--- config.mk ---
export PLATFORM = sky130hd
export DESIGN_NAME = alu_seq
export DESIGN_NICKNAME = d
export VERILOG_FILES = /design/src/rtl/alu_seq.sv
export SDC_FILE = /design/constraint.sdc
export NUM_CORES = 1
export LEC_CHECK = 0
export CAP_MARGIN = 10
export CORE_MARGIN = 5
export CORE_UTILIZATION = 40
export CTS_BUF_LIST = sky130_fd_sc_hd__clkbuf_4 sky130_fd_sc_hd__clkbuf_8
export DETAILED_ROUTE_END_ITERATION = 16
export GPL_TIMING_DRIVEN = 0
export PLACE_DENSITY = 0.6
export SYNTH_ARGS = -nofsm -noshare
export SYNTH_HDL_FRONTEND = slang
export SYNTH_SLANG_ARGS = --single-unit
--- constraint.sdc ---
create_clock -name Clk -period 7.7 [get_ports Clk]
set_clock_uncertainty 0.15 [all_clocks]
set_input_delay 1.155 -clock Clk [delete_from_list [all_inputs] [get_ports Clk]]
set_output_delay 1.155 -clock Clk [all_outputs]
set_load 0.02 [all_outputs]
--- src/rtl/alu_seq.sv ---
// alu_seq -- sequenced 16-bit ALU stage sitting directly below the data stack.
//
// On Start (accepted only while Busy=0), the opcode and the stack's T/N outputs
// are consumed. Simple ALU ops produce their write-back in the next cycle.
// MUL and DIVMOD iterate bit-serially for 16 cycles. DIVMOD then writes back
// two words on consecutive cycles through the single stack data port.
//
// Ports:
//   Clk     in   1   clock, rising edge
//   Rst     in   1   synchronous active-high reset
//   Start   in   1   command strobe (ignored while Busy)
//   Op      in   4   opcode, sampled with Start
//   T, N    in  16   stack top / second, sampled with Start
//   TWrite  out  1   write WData to the new top slot
//   NWrite  out  1   write WData to the new second slot
//   WData   out 16   write-back data
//   Offset  out  2   stack-pointer change: 01=+1, 00=0, 11=-1
//   Busy    out  1   high whenever the FSM is not idle
//   Done    out  1   pulse on the final write-back cycle of a command
//   Illegal out  1   pulse with Done for an undefined opcode (11..15)
module alu_seq (
  input  logic        Clk,
  input  logic        Rst,
  input  logic        Start,
  input  logic [3:0]  Op,
  input  logic [15:0] T,
  input  logic [15:0] N,
  output logic        TWrite,
  output logic        NWrite,
  output logic [15:0] WData,
  output logic [1:0]  Offset,
  output logic        Busy,
  output logic        Done,
  output logic        Illegal
);

  typedef enum logic [2:0] {
    IDLE   = 3'd0,
    EXEC   = 3'd1,
    MUL_IT = 3'd2,
    MUL_WB = 3'd3,
    DIV_IT = 3'd4,
    DIV_WN = 3'd5,
    DIV_WT = 3'd6
  } state_t;

  localparam logic [3:0] OP_MUL    = 4'd9;
  localparam logic [3:0] OP_DIVMOD = 4'd10;
  localparam logic [1:0] OFF_POP   = 2'b11;
  localparam logic [1:0] OFF_KEEP  = 2'b00;

  state_t      r_state;
  logic [3:0]  r_cnt;
  // r_a: multiplicand (MUL) or divisor (DIVMOD).
  // r_b: multiplier (MUL) or dividend shifting out / quotient shifting in (DIVMOD).
  // r_acc: product accumulator (MUL) or partial remainder (DIVMOD).
  logic [15:0] r_a;
  logic [15:0] r_b;
  logic [15:0] r_acc;

  logic        r_twrite;
  logic        r_nwrite;
  logic [15:0] r_wdata;
  logic [1:0]  r_offset;
  logic        r_busy;
  logic        r_done;
  logic        r_illegal;

  // Single-cycle ALU result, computed straight from the stack inputs so the
  // write-back register can be loaded on the same edge that accepts Start.
  logic [15:0] w_alu_res;
  logic        w_alu_legal;
  logic        w_alu_pop;

  always_comb begin
    w_alu_res   = 16'h0000;
    w_alu_legal = 1'b1;
    w_alu_pop   = 1'b1;
    case (Op)
      4'd0: w_alu_res = N + T;
      4'd1: w_alu_res = N - T;
      4'd2: w_alu_res = N & T;
      4'd3: w_alu_res = N | T;
      4'd4: w_alu_res = N ^ T;
      4'd5: begin
        w_alu_res = ~T;
        w_alu_pop = 1'b0;
      end
      4'd6: w_alu_res = ($signed(N) < $signed(T)) ? 16'hFFFF : 16'h0000;
      4'd7: w_alu_res = N << T[3:0];
      4'd8: w_alu_res = N >> T[3:0];
      default: begin
        w_alu_legal = 1'b0;
        w_alu_pop   = 1'b0;
      end
    endcase
  end

  // Shift-add multiply step: add the multiplicand when the current multiplier
  // LSB is set. The 16th step's sum is the final product.
  logic [15:0] w_mul_acc;
  assign w_mul_acc = r_acc + (r_b[0] ? r_a : 16'h0000);

  // Restoring divide step: shift the next dividend bit into the partial
  // remainder and subtract the divisor if it fits. Bit 16 of the difference is
  // the borrow. A zero divisor always "fits", which naturally yields
  // quotient FFFF and remainder N.
  logic [16:0] w_div_trial;
  logic [16:0] w_div_diff;
  logic        w_div_ge;
  logic [15:0] w_div_rem;
  logic [15:0] w_div_quo;

  assign w_div_trial = {r_acc, r_b[15]};
  assign w_div_diff  = w_div_trial - {1'b0, r_a};
  assign w_div_ge    = ~w_div_diff[16];
  assign w_div_rem   = w_div_ge ? w_div_diff[15:0] : w_div_trial[15:0];
  assign w_div_quo   = {r_b[14:0], w_div_ge};

  always_ff @(posedge Clk) begin
    if (Rst) begin
      r_state   <= IDLE;
      r_cnt     <= 4'd0;
      r_a       <= 16'h0000;
      r_b       <= 16'h0000;
      r_acc     <= 16'h0000;
      r_twrite  <= 1'b0;
      r_nwrite  <= 1'b0;
      r_wdata   <= 16'h0000;
      r_offset  <= OFF_KEEP;
      r_busy    <= 1'b0;
      r_done    <= 1'b0;
      r_illegal <= 1'b0;
    end else begin
      // Write-back outputs are pulses: cleared unless a state below loads them.
      r_twrite  <= 1'b0;
      r_nwrite  <= 1'b0;
      r_wdata   <= 16'h0000;
      r_offset  <= OFF_KEEP;
      r_done    <= 1'b0;
      r_illegal <= 1'b0;

      case (r_state)
        IDLE: begin
          if (Start) begin
            r_busy <= 1'b1;
            r_cnt  <= 4'd0;
            r_acc  <= 16'h0000;
            if (Op == OP_MUL) begin
              r_a     <= N;
              r_b     <= T;
              r_state <= MUL_IT;
            end else if (Op == OP_DIVMOD) begin
              r_a     <= T;
              r_b     <= N;
              r_state <= DIV_IT;
            end else begin
              r_a     <= N;
              r_b     <= T;
              r_state <= EXEC;
              r_done  <= 1'b1;
              if (w_alu_legal) begin
                r_twrite <= 1'b1;
                r_wdata  <= w_alu_res;
                r_offset <= w_alu_pop ? OFF_POP : OFF_KEEP;
              end else begin
                r_illegal <= 1'b1;
              end
            end
          end
        end

        EXEC: begin
          r_state <= IDLE;
          r_busy  <= 1'b0;
        end

        MUL_IT: begin
          r_acc <= w_mul_acc;
          r_a   <= r_a << 1;
          r_b   <= r_b >> 1;
          r_cnt <= r_cnt + 4'd1;
          if (r_cnt == 4'd15) begin
            r_state  <= MUL_WB;
            r_twrite <= 1'b1;
            r_wdata  <= w_mul_acc;
            r_offset <= OFF_POP;
            r_done   <= 1'b1;
          end
        end

        MUL_WB: begin
          r_state <= IDLE;
          r_busy  <= 1'b0;
        end

        DIV_IT: begin
          r_acc <= w_div_rem;
          r_b   <= w_div_quo;
          r_cnt <= r_cnt + 4'd1;
          if (r_cnt == 4'd15) begin
            r_state  <= DIV_WN;
            r_nwrite <= 1'b1;
            r_wdata  <= w_div_rem;
          end
        end

        DIV_WN: begin
          // r_b now holds the complete quotient.
          r_state  <= DIV_WT;
          r_twrite <= 1'b1;
          r_wdata  <= r_b;
          r_done   <= 1'b1;
        end

        DIV_WT: begin
          r_state <= IDLE;
          r_busy  <= 1'b0;
        end

        default: begin
          r_state <= IDLE;
          r_busy  <= 1'b0;
        end
      endcase
    end
  end

  assign TWrite  = r_twrite;
  assign NWrite  = r_nwrite;
  assign WData   = r_wdata;
  assign Offset  = r_offset;
  assign Busy    = r_busy;
  assign Done    = r_done;
  assign Illegal = r_illegal;

endmodule

==> impl_metrics.yaml, run 1 <==
cts:
  cts_made_buffers: 9
  cts-root-buf: "clkbuf_8"
  post_cts_buffers: 0
  cts_tree: "built"
  cts_num_sinks: 77
  ctsResizeCount: 0
  cts.clk_slew.worst_paths_ns: 0.09
  clkLatencyLatePin_ns: 0.37
  cts_max_level: 3
  clockBufferDepth: 2
  cts_hold_buffers: 0
timing:
  hold_ws_ns: 0.335
  finalHoldViolations: 0
  fin_tns_setup_ns: 0
  rsz0062_at_grt: "false"
  report.final.slew_viol_count: 0
  period_needed_ns: 6.19
  max_freq_ghz: 0.161
  worstMarginPinSlew_ns: 1.06
  setup_violations: 0
  maxSlewHeadroom: 0.272
  timing.final.crit_share: 0.804
logic_synthesis:
  syn_area_um2: 9230
  async_flop_share: 0
  synth_cells: 1252
  synth_area_leaders: "dfxtp_1 (17%), ha_1 (11%), nor2_1 (5.9%)"
  synth_commonest_cells: "nor2_1 (144), a21oi_1 (107), nand2_1 (94)"
  ys_warn_count: 0
  synth-seq-area-share: 0.167
  yosysMostFrequentCell: "nor2_1"
  synth_cell_types: 86
  netlist.area_leader.share: 0.167
  synth_ff_type: "dfxtp_1"
  ys_ff_latch: 77
  synth_nets: 1376
  synth-edff-count: 0
  synth_largest_area_cell: "dfxtp_1"
  postSynthAreaPerCell_um2: 7.37
min_path:
  hold_depth: 1
  worstHoldStart: "r_cnt[3]"
  holdPathEnd: "r_cnt[3]"
  hp-class: "register to register"
placed_design:
  placed_cell_area_um2: 10200
  gp_congestion: 1.03
  port_buffers: 60
  dp_hpwl_um: 30600
route:
  drt.antenna.violating_nets: 0
  via_per_inst: 6.46
  wl_um: 38800
  wirelength_met1_um: 16300
  first_pass_iters: 7
  dr_wl_met2_um: 17500
  drt_iter0_drc: 1319
  dr_wl_met3_um: 3000
  drc: 0
  top_layer: "met4"
  avgRoutedWirePerCell_um: 24.0
  num_vias: 10426
floorplan:
  std_cell_rows: 55
  dieHeight_um: 162
  core-area_um2: 22700
  ioPinCount: 62
  die_area_um2: 26200
  initial_core_util: 0.406
  die_w_um: 162
critical_path:
  rr_endpoint: "WData[10]"
  r2r_cells: 12
  startpoint_type: "input pin"
  critPathKind: "input pin to register"
  reg2reg_slack_ns: 3.87
  end_kind: "register"
  worstPathArrival_ns: 6.27
  required_ns: 7.77
  timing.rr.start: "r_b[15]"
  cp_max_fo: 11
finish:
  area_growth_pct: 12.8
  fin_util: 0.458
  postLayoutCellArea_um2: 10400
  nets: 1447
  final_layout_size_suffix_gt1_frac: 0.0602
  antenna_cells: 0
global_routing:
  antenna_found_initial: 0
  grtUsageTotal: 0.284
  grt_pass1_vias: 9637
  grt_max_degree: 15
  grt.overflow.total: 0
  grt_pass1_wl_um: 57800
job:
  max_cap_viol_count: 0
power:
  ir_worst_vdd_uv: 75.2
  total_power_mw: 1.32
  p_leak_nw: 4.15
  power.density_nw_per_um2: 127
outcome:
  status: "complete, no violations"
how the worst max path moves through the flow:
stage / start / end / cells after the start
6_report: T[2] / WData[3] / 16
5_1_grt: T[2] / WData[3] / 16
3_5_place_dp: T[2] / WData[3] / 16
2_1_floorplan: T[2] / WData[3] / 15
4_1_cts: T[2] / WData[3] / 16
3_3_place_gp: T[2] / WData[3] / 16
report_power, final:
| part | leakage, nW | internal [mW] | switching (mW) |
|---|---|---|---|
| clock | 0.110 | 0.184 | 0.169 |
| combinational | 3.41 | 0.193 | 0.337 |
| sequential | 0.630 | 0.419 | 0.0175 |
through the flow:
| stage | std cells | setup WS, ns |
|---|---|---|
| floorplan | 1252 | 3.39 |
| global placement | 1597 | 1.28 |
| detailed placement | 1597 | 1.34 |
| CTS | 1613 | 1.72 |
| global route | 1613 | 1.40 |
| finish | 1613 | 1.51 |
critical path, cell delays in order:
cell             delay, ns
clkdlybuf4s50_1       0.47
clkbuf_1              0.47
clkinv_1              0.41
buf_1                 0.41
ha_1                  0.38
buf_2                 0.18
nor2_1                0.11
o221ai_1              0.18
a311o_1               0.47
a211oi_1              0.45
or2_1                 0.16
buf_2                 0.20
buf_2                 0.33
nand4_1               0.27
a222oi_1              0.43
o22ai_1               0.17
state kept, by name (all words and copies together) (netlist names):
register,flops
WData,16
Illegal,1
r_state,3
r_acc,16
r_a,16
Busy,1
Offset,1
NWrite,1
TWrite,1
Done,1
r_cnt,4
r_b,16
cells by family (layout without fill, tap and decap cells):
kind of cell / after synthesis / after routing / share of synthesized area
buffers and inverters: 155 / 231 / 0.0666
xor gates and xnor gates: 31 / 31 / 0.0315
adders and majority gates: 85 / 85 / 0.119
AOI/OAI and AO/OA: 438 / 438 / 0.327
DFF: 77 / 77 / 0.167
and+or+nand+nor: 404 / 404 / 0.206
muxes: 62 / 62 / 0.0834
per-layer routing:
layer / vias to the layer above / track usage
li1: 4831 / -
met1: 4911 / 0.380
met2: 584 / 0.463
met3: 100 / 0.0343
met4: 0 / 0.126
met5: - / 0
placed cells by master, fill, tap and decap left out, drive strengths merged, types with 13 or more instances in the layout:
master / instances
mux2: 16
nand3: 20
nor2b: 14
a211oi: 49
clkdlybuf4s50: 60
mux2i: 36
a221o: 16
buf: 32
xnor2: 21
dfxtp: 77
clkbuf: 65
o21a: 13
a22oi: 16
a21o: 13
nand2: 95
and2: 24
a31oi: 13
a2111oi: 14
ha: 81
nor3: 44
inv: 67
a21oi: 108
o22ai: 21
o211ai: 16
nor2: 144
o21ai: 66
layout make-up:
class	instances	area, um^2
clock inverter	7	98.8
inverter	67	251
fill	2348	12300
sequential	77	1540
buffer	88	363
multi-input combinational	1020	7070
clock buffer	9	124
timing repair buffer	60	601
tap	285	357
Power figures use the tool's default switching activity.
==> run 2, diff against run 1 <==
- clock period: 7.7 -> 6.2 ns (I/O delays scaled with it)
==> results of run 2 <==
Same layout as run 1 (identical final DEF). Status: complete, no violations.
Among the figures that moved: setup slack after placement 1.34 ns -> 0.0665 ns; setup slack after layout 1.51 ns -> 0.233 ns; register-to-register setup slack 3.87 ns -> 2.37 ns; total power 1.32 mW -> 1.64 mW; worst IR drop on VDD 75.2 uV -> 93.3 uV
==> run 3, diff against run 2 <==
- CAP_MARGIN: 10 -> not set
==> results of run 3 <==
Same layout as run 1 (identical final DEF). Status: complete, no violations.
Among the figures that moved: setup slack after placement 1.34 ns -> 0.0665 ns; setup slack after layout 1.51 ns -> 0.233 ns; register-to-register setup slack 3.87 ns -> 2.37 ns; total power 1.32 mW -> 1.64 mW; worst IR drop on VDD 75.2 uV -> 93.3 uV
